[src/rtl/slicer_16_qam.sv]
// rtl/slicer_16_qam.sv - 16-QAM slicer with amplitude-calibrated threshold and windowed symbol-error count
module slicer_16_qam #(
    parameter logic signed [17:0] LEVEL_A   = 18'sd32768,
    parameter int                 REF_DELAY = 2,
    parameter int                 AVG_LOG2  = 8,
    parameter int                 WIN_LOG2  = 10
) (
    input  logic                     clk,
    input  logic                     reset,
    input  logic                     sym_clk_en,
    input  logic signed [17:0]       in_phs_sig,
    input  logic signed [17:0]       quad_sig,
    input  logic [3:0]               ref_sym,
    input  logic                     recal,
    output logic [3:0]               sym_out,
    output logic                     sym_valid,
    output logic [17:0]              threshold,
    output logic                     cal_done,
    output logic [WIN_LOG2:0]        err_count,
    output logic                     err_valid
);
    localparam int ACC_W = 18 + AVG_LOG2 + 1;

    typedef enum logic {CAL, RUN} state_t;
    state_t state, state_next;

    logic [ACC_W-1:0]    acc, acc_next;
    logic [AVG_LOG2-1:0] cal_cnt;
    logic [WIN_LOG2-1:0] win_cnt;
    logic [WIN_LOG2:0]   err_acc, err_next;
    logic [3:0]          dly [REF_DELAY];
    logic [3:0]          slice_now;
    logic [17:0]         thr_raw;
    logic                sym_err;

    // Zero and exact +T land on the positive side; exact -T lands on the inner negative level.
    function automatic logic [1:0] slice_dim(input logic signed [17:0] x, input logic [17:0] t);
        logic signed [18:0] xs;
        logic signed [18:0] ts;
        xs = {x[17], x};
        ts = {1'b0, t};
        if (xs >= ts)
            return 2'b10;
        else if (!x[17])
            return 2'b11;
        else if (xs >= -ts)
            return 2'b01;
        else
            return 2'b00;
    endfunction

    function automatic logic [17:0] mag(input logic signed [17:0] x);
        if (x == {1'b1, 17'd0})
            return 18'd131071;
        else if (x[17])
            return $unsigned(-x);
        else
            return $unsigned(x);
    endfunction

    assign slice_now = {slice_dim(in_phs_sig, threshold), slice_dim(quad_sig, threshold)};
    assign sym_err   = (slice_now != dly[REF_DELAY-1]);
    assign acc_next  = acc + ACC_W'(mag(in_phs_sig)) + ACC_W'(mag(quad_sig));
    // Dividing by 2^(AVG_LOG2+1) turns the |I|+|Q| sum into the mean per-dimension magnitude.
    assign thr_raw   = acc_next[ACC_W-1:AVG_LOG2+1];
    assign err_next  = err_acc + (WIN_LOG2+1)'(sym_err);

    always_ff @(posedge clk) begin
        if (reset)
            state <= CAL;
        else
            state <= state_next;
    end

    always_comb begin
        state_next = state;
        if (recal) begin
            state_next = CAL;
        end else if (sym_clk_en) begin
            case (state)
                CAL:     if (cal_cnt == '1) state_next = RUN;
                RUN:     state_next = RUN;
                default: state_next = CAL;
            endcase
        end
    end

    always_ff @(posedge clk) begin
        if (reset) begin
            sym_out   <= 4'd0;
            sym_valid <= 1'b0;
            threshold <= {LEVEL_A[16:0], 1'b0};
            cal_done  <= 1'b0;
            err_count <= '0;
            err_valid <= 1'b0;
            acc       <= '0;
            cal_cnt   <= '0;
            win_cnt   <= '0;
            err_acc   <= '0;
            for (int k = 0; k < REF_DELAY; k++)
                dly[k] <= 4'd0;
        end else begin
            sym_valid <= 1'b0;
            err_valid <= 1'b0;
            if (sym_clk_en) begin
                sym_out   <= slice_now;
                sym_valid <= 1'b1;
                dly[0]    <= ref_sym;
                for (int k = 1; k < REF_DELAY; k++)
                    dly[k] <= dly[k-1];
            end
            if (recal) begin
                acc      <= '0;
                cal_cnt  <= '0;
                win_cnt  <= '0;
                err_acc  <= '0;
                cal_done <= 1'b0;
            end else if (sym_clk_en) begin
                if (state == CAL) begin
                    if (cal_cnt == '1) begin
                        threshold <= (thr_raw == 18'd0) ? 18'd1 : thr_raw;
                        acc       <= '0;
                        cal_cnt   <= '0;
                        cal_done  <= 1'b1;
                    end else begin
                        acc     <= acc_next;
                        cal_cnt <= cal_cnt + 1'b1;
                    end
                end else begin
                    if (win_cnt == '1) begin
                        err_count <= err_next;
                        err_valid <= 1'b1;
                        err_acc   <= '0;
                        win_cnt   <= '0;
                    end else begin
                        err_acc <= err_next;
                        win_cnt <= win_cnt + 1'b1;
                    end
                end
            end
        end
    end
endmodule

[config.mk]
export PLATFORM = sky130hd
export DESIGN_NAME = slicer_16_qam
export DESIGN_NICKNAME = d
export VERILOG_FILES = /design/src/rtl/slicer_16_qam.sv
export SDC_FILE = /design/constraint.sdc
export NUM_CORES = 1
export LEC_CHECK = 0
export BUFFER_PORTS_ARGS = -buffer_cell sky130_fd_sc_hd__buf_2
export CAP_MARGIN = 20
export CORE_MARGIN = 2
export CORE_UTILIZATION = 50
export CTS_CLUSTER_DIAMETER = 60
export DETAILED_ROUTE_END_ITERATION = 7
export PLACE_DENSITY = 0.66
export SLEW_MARGIN = 25
export SYNTH_ARGS = -nofsm -noshare
export SYNTH_HDL_FRONTEND = slang
export SYNTH_SLANG_ARGS = --single-unit
[constraint.sdc]
create_clock -name clk -period 11.1 [get_ports clk]
set_input_delay 0 -clock clk [delete_from_list [all_inputs] [get_ports clk]]
set_output_delay 0 -clock clk [all_outputs]
set_load 0.02 [all_outputs]
* Word level (Yosys, flattened, before mapping) *
Memory sizes are Yosys's and may differ from the RTL's.
Cells that the tools add are included.
W data, S select, Z words.

word-level totals
  bits in registers = 93
  bits in latches = 0
  memory bits (writable) = 8
  memories kept = 1
  memory bits (read-only) = 0

cells by class
  bitwise gates (word level) = 5
  reductions and logical operators = 8
  add/sub/neg operators = 8
  shift operators = 0
  div/mod/pow operators = 0
  mux-type cells = 25
  $mul = 0
  $lt $le $gt $ge = 4
  equal/unequal tests = 5

memories
  name  words  width  rd ports  clocked after Yosys merged registers in  wr ports  RTL line  source
  dly   2      4      2         0                                        2         31        logic [3:0] dly [REF_DELAY];

operators by type and width
  kind                     count
  $mux W18                 5
  $ge A18 B19 Y1           4
  $add A27 B18 Y27         2
  $eq A18 B18 Y1 const B   2
  $neg A18 Y18             2
  $mux W27                 1
  $neg A18 Y19             1
  $logic_not A18 Y1        1
  $add A11 B1 Y11          1
  $mux W11                 1
  $add A10 B1 Y10 const B  1
  $eq A10 B10 Y1 const B   1
  $mux W10                 1
  $mux W1                  9
  $add A8 B1 Y8 const B    1
  $eq A8 B8 Y1 const B     1
  $mux W2                  4
  $mux W4                  2
  $mux W8                  1
  $reduce_and A4 Y1        2
  $ne A4 B4 Y1             1
  $reduce_and A2 Y1        2
  $reduce_or A4 Y1         1
  $not A1 Y1               3
  other kinds (4)          5

* Depth between registers and ports, before layout *
  word-level depth = 8
  mapped depth = 24
  depth with buffers taken out = 24

* Worst setup path after synthesis *
Ideal clock, no wire load.

  path type = reg-to-reg
  start point = register threshold[1]
  end point = register err_acc[10]
  stages on the path, launching flop included = 24
  clock period less this slack = 5293 ps
  buffers on the path = 0
  data required time = 10985 ps
  arrival time = 5179 ps
  slack = 5807 ps
  path through = dfxtp_1 inv_1 ha_1 or4b_4 or3_2 nand3b_1 xnor2_1 ha_1 nand3_1 a2111oi_0 nor2_1 nor4bb_1 nand3_1 a31o_2 a21o_1 xor2_1 nand4_1 ha_1 ha_1 nand3_1 or4_1 xor2_1 nor3_1 o21a_1

on the way
  cells in the longest elaborated chain, start to end = 8

ends and longest elaborated chain
  what                      RTL line  source
  start: declaration        17        output logic [17:0] threshold,
  start signal: assignment  92        threshold <= {LEVEL_A[16:0], 1'b0};
  start signal: assignment  121       threshold <= (thr_raw == 18'd0) ? 18'd1 : thr_raw;
  $neg A18 Y19              46        else if (xs >= -ts)
  $ge A18 B19 Y1            46
  $mux W1                   46
  $mux W2                   44        else if (!x[17])
  $mux W2                   42        if (xs >= ts)
  $ne A4 B4 Y1 *            62        assign sym_err = (slice_now != dly[REF_DELAY-1]);
  $add A11 B1 Y11 *         66        assign err_next = err_acc + (WIN_LOG2+1)'(sym_err);
  $mux W11 *                130       if (win_cnt == '1) begin
  end signal: assignment    136       err_acc <= err_next;
  end: declaration          30        logic [WIN_LOG2:0] err_acc, err_next;

Every way passes the cells marked *; elsewhere a longest branch is shown, timed or not.
A chain may end at the register's enable or synchronous reset.

* Final worst setup path *
  start point = register threshold[0]
  end point = register err_acc[10]

The elaborated chain is that of the path after synthesis.

==> flow_metrics.py <==
metrics = {
    "pwr": {
        "leakage_nw": 3.94,
        "ir_worst_vdd_v": 0.0000791,
        "power_density_nw_per_um2": 118,
        "power_mw": 1.13,
    },
    "floorplanning": {
        "core_area_um2": 17100,
        "fp.dieH_um": 135,
        "fp.dieW_um": 135,
        "io_pins": 80,
        "start_util_pct": 50.6,
        "die-area_um2": 18300,
        "placementRows": 48,
    },
    "placed_design": {
        "io_buffers": 79,
        "gp_congestion": 1.01,
        "hpwl_um": 18400,
        "dp_cells": 1364,
    },
    "route": {
        "drc_errors": 0,
        "postRouteAntennaNets": 0,
        "drt-total-wl_um": 23400,
        "first_iter_violations": 482,
        "via_count": 7936,
        "dr.pass1.iters": 5,
        "routedWlPerCell_um": 16.9,
        "via_per_inst": 5.73,
    },
    "clocking": {
        "cts_made_buffers": 9,
        "cts_tree": "built",
        "clk_path_buf_depth": 2,
        "cts_max_level": 3,
        "clk_pin_slew_ns": 0.08,
        "ctsRootBufferMaster": "clkbuf_16",
        "post_cts_resize_count": 0,
        "cts.sinks": 101,
        "worstSkewPairLatency_ns": 0.36,
    },
    "global_route": {
        "grt_max_degree": 48,
        "grtUsageTotal_pct": 26.2,
        "gr-total-overflow": 0,
        "antenna_found_initial": 0,
        "grt_first_pass_wirelength_um": 37700,
        "grt_pass1_vias": 7324,
    },
    "setup_path": {
        "worstPathMaxFanout": 9,
        "worstSetupEndpointType": "flop",
        "slowest_stage": "or4b_4",
        "crit_arrival_ns": 6.21,
        "path_cells": "inv_1 > ha_1 > or4b_4 > or3_2 > nand3b_1 > xnor2_1 > ha_1 > nand3_1 > a2111oi_0 > nor2_1 > nor4bb_1 > nand3_1 > a31o_2 > a21o_1 > xor2_1 > nand4_1 > ha_1 > ha_1 > nand3_1 > or4_1 > xor2_1 > nor3_1 > o21a_1",
        "start_kind": "flop",
        "cpLargestDelayFamily": "simple AND/OR/NAND/NOR gates",
        "critPathBufInv": 1,
        "cpPeakStageDelay_ns": 0.53,
        "worstSetupPathType": "reg2reg",
        "cpMostUsedCell": "ha_1",
        "cp.required_ns": 11.36,
    },
    "synth": {
        "synth_top_cell_area_share_pct": 21.6,
        "syn_area_per_cell_um2": 7.85,
        "synth_top_cell_by_area": "dfxtp_1",
        "synth_top_flop_cell": "dfxtp_1",
        "synth_compound_area_share_pct": 17.8,
        "synth_warnings": 0,
        "synth-seq-cells": 101,
        "synth_top_family_by_area": "simple AND/OR/NAND/NOR gates",
        "synth_simple_gate_area_share_pct": 23.2,
        "ys_async_sr_fraction_pct": 0,
        "synth_cells": 1098,
        "syn-cell-area_um2": 8620,
        "synth_edf_count": 8,
        "synthAdderAreaFrac_pct": 17.7,
        "synthMuxAreaShare_pct": 0.987,
        "synth.distinct_cells": 71,
        "seq_area_frac_synth_pct": 24.4,
        "synth_xor_area_share_pct": 9.71,
        "synth_fp_nets": 1250,
        "synth.area.top_cells": "dfxtp_1 (22%), ha_1 (13%), nor2_1 (6.8%)",
    },
    "sta": {
        "slew_violations": 0,
        "hold_violations": 0,
        "fin_skew_ns": 0.00831,
        "finalCritPeriodShare_pct": 53.6,
        "fin_crit_ns": 5.95,
        "rsz0062_at_grt": "no",
        "finalSetupViolCount": 0,
        "tightestPinTransition_ns": 0.811,
        "finalSetupTns_ns": 0,
        "slew_headroom_pct": 45.7,
        "fmax_mhz": 168,
    },
    "cells_and_area": {
        "regArea_um2": 2100,
        "nets": 1308,
        "finalNonFillerCells": 1386,
        "synthToLayoutAreaGrowth_pct": 10.4,
        "final_layout_size_suffix_gt1_share_pct": 11.1,
        "num_antenna_cells": 0,
        "nFillCells": 1629,
        "multi_input_area_um2": 6010,
    },
    "job": {
        "cap_violations": 0,
    },
    "status": {
        "run_status": "finished, final reports clean",
    },
    "min_path": {
        "holdCritPathClass": "in2reg",
    },
}
-- cell usage in the layout (no fill, tap or decap), types with 27 or more instances in the layout --
cell     count
nand2_1     92
buf_2       79
dfxtp_1     93
o21ai_0     42
ha_1        89
inv_1       87
nor2_1     155
nor3_1      27
xnor2_1     61
xor2_1      32
nand3_1     32
a21oi_1     64
-- cell usage after synthesis (22+ instances only) --
| cell | count |
|---|---|
| a211oi_1 | 26 |
| a21oi_1 | 64 |
| clkbuf_1 | 33 |
| dfxtp_1 | 93 |
| ha_1 | 89 |
| inv_1 | 87 |
| nand2_1 | 92 |
| nand3_1 | 32 |
| nand4_1 | 22 |
| nor2_1 | 156 |
| nor3_1 | 29 |
| o21ai_0 | 42 |
| xnor2_1 | 61 |
| xor2_1 | 32 |
-- power by group --
| group | internal (mW) | switching (mW) |
|---|---|---|
| registers | 0.380 | 0.00603 |
| clock network | 0.163 | 0.160 |
| logic | 0.167 | 0.251 |
| total | 0.709 | 0.417 |
-- what timing repair did --
action	CTS	global route
hold endpoints to repair	5	0
setup buffers	0	0
hold buffers	5	0
-- layer usage --
layer | global-route usage [%] | routed length (um) | share of wire (%) | vias up
met1 | 34.3 | 10200 | 43 | 3684
li1 | - | - | - | 3974
met2 | 43.3 | 11100 | 47 | 237
met4 | 9.43 | 639 | 2.7 | 0
met3 | 4.71 | 1540 | 6.5 | 41
met5 | 0 | 0 | 0 | -
-- cells by family (layout without fill, tap and decap cells) --
group | Yosys count | after routing
buffers and inverters | 129 | 192
muxes | 8 | 8
and+or+nand+nor | 419 | 419
xor gates and xnor gates | 94 | 94
adders and majority gates | 111 | 111
DFF | 101 | 101
AOI/OAI and AO/OA | 236 | 236
-- worst paths after layout --
check	startpoint	end	slack, ns	cells past startpoint
worst max-delay path	threshold[0]	err_acc[10]	5.15	23
worst min-delay path	sym_clk_en	sym_out[3]	0.05	2
worst max register to register	threshold[0]	err_acc[10]	5.15	23
worst min register to register	acc[6]	acc[6]	0.45	2
-- per-stage QoR --
stage / setup WS (ns) / instance area (um2) / hold slack [ns] / utilization (%)
after floorplan: 5.81 / 8620 / 0.0785 / -
after detailed placement: 5.11 / 9140 / 0.283 / 53.6
after global placement: 5.21 / 9130 / 0.277 / 53.6
after CTS: 5.17 / 9500 / 0.0423 / 55.7
final: 5.15 / 9520 / 0.0487 / 55.8
after global routing: 4.70 / 9520 / 0.0574 / 55.8
-- cell type report --
type	instances	share of cell area, %
Clock buffer	9	2.36
Tap cell	225	2.96
Inverter	87	3.43
Timing Repair Buffer	89	5.20
Sequential cell	101	22.1
Clock inverter	7	0.906
Multi-Input combinational cell	868	63.1
-- flip-flops by register name, summed over array words and instances, names as in the netlist --
name and flops:
err_acc 11, sym_out 4, threshold 18, acc 27, err_count 11, cal_cnt 8, dly 8, err_valid 1
state 1, sym_valid 1, win_cnt 10, cal_done 1
Note: power is estimated with default switching activity, not from simulation.
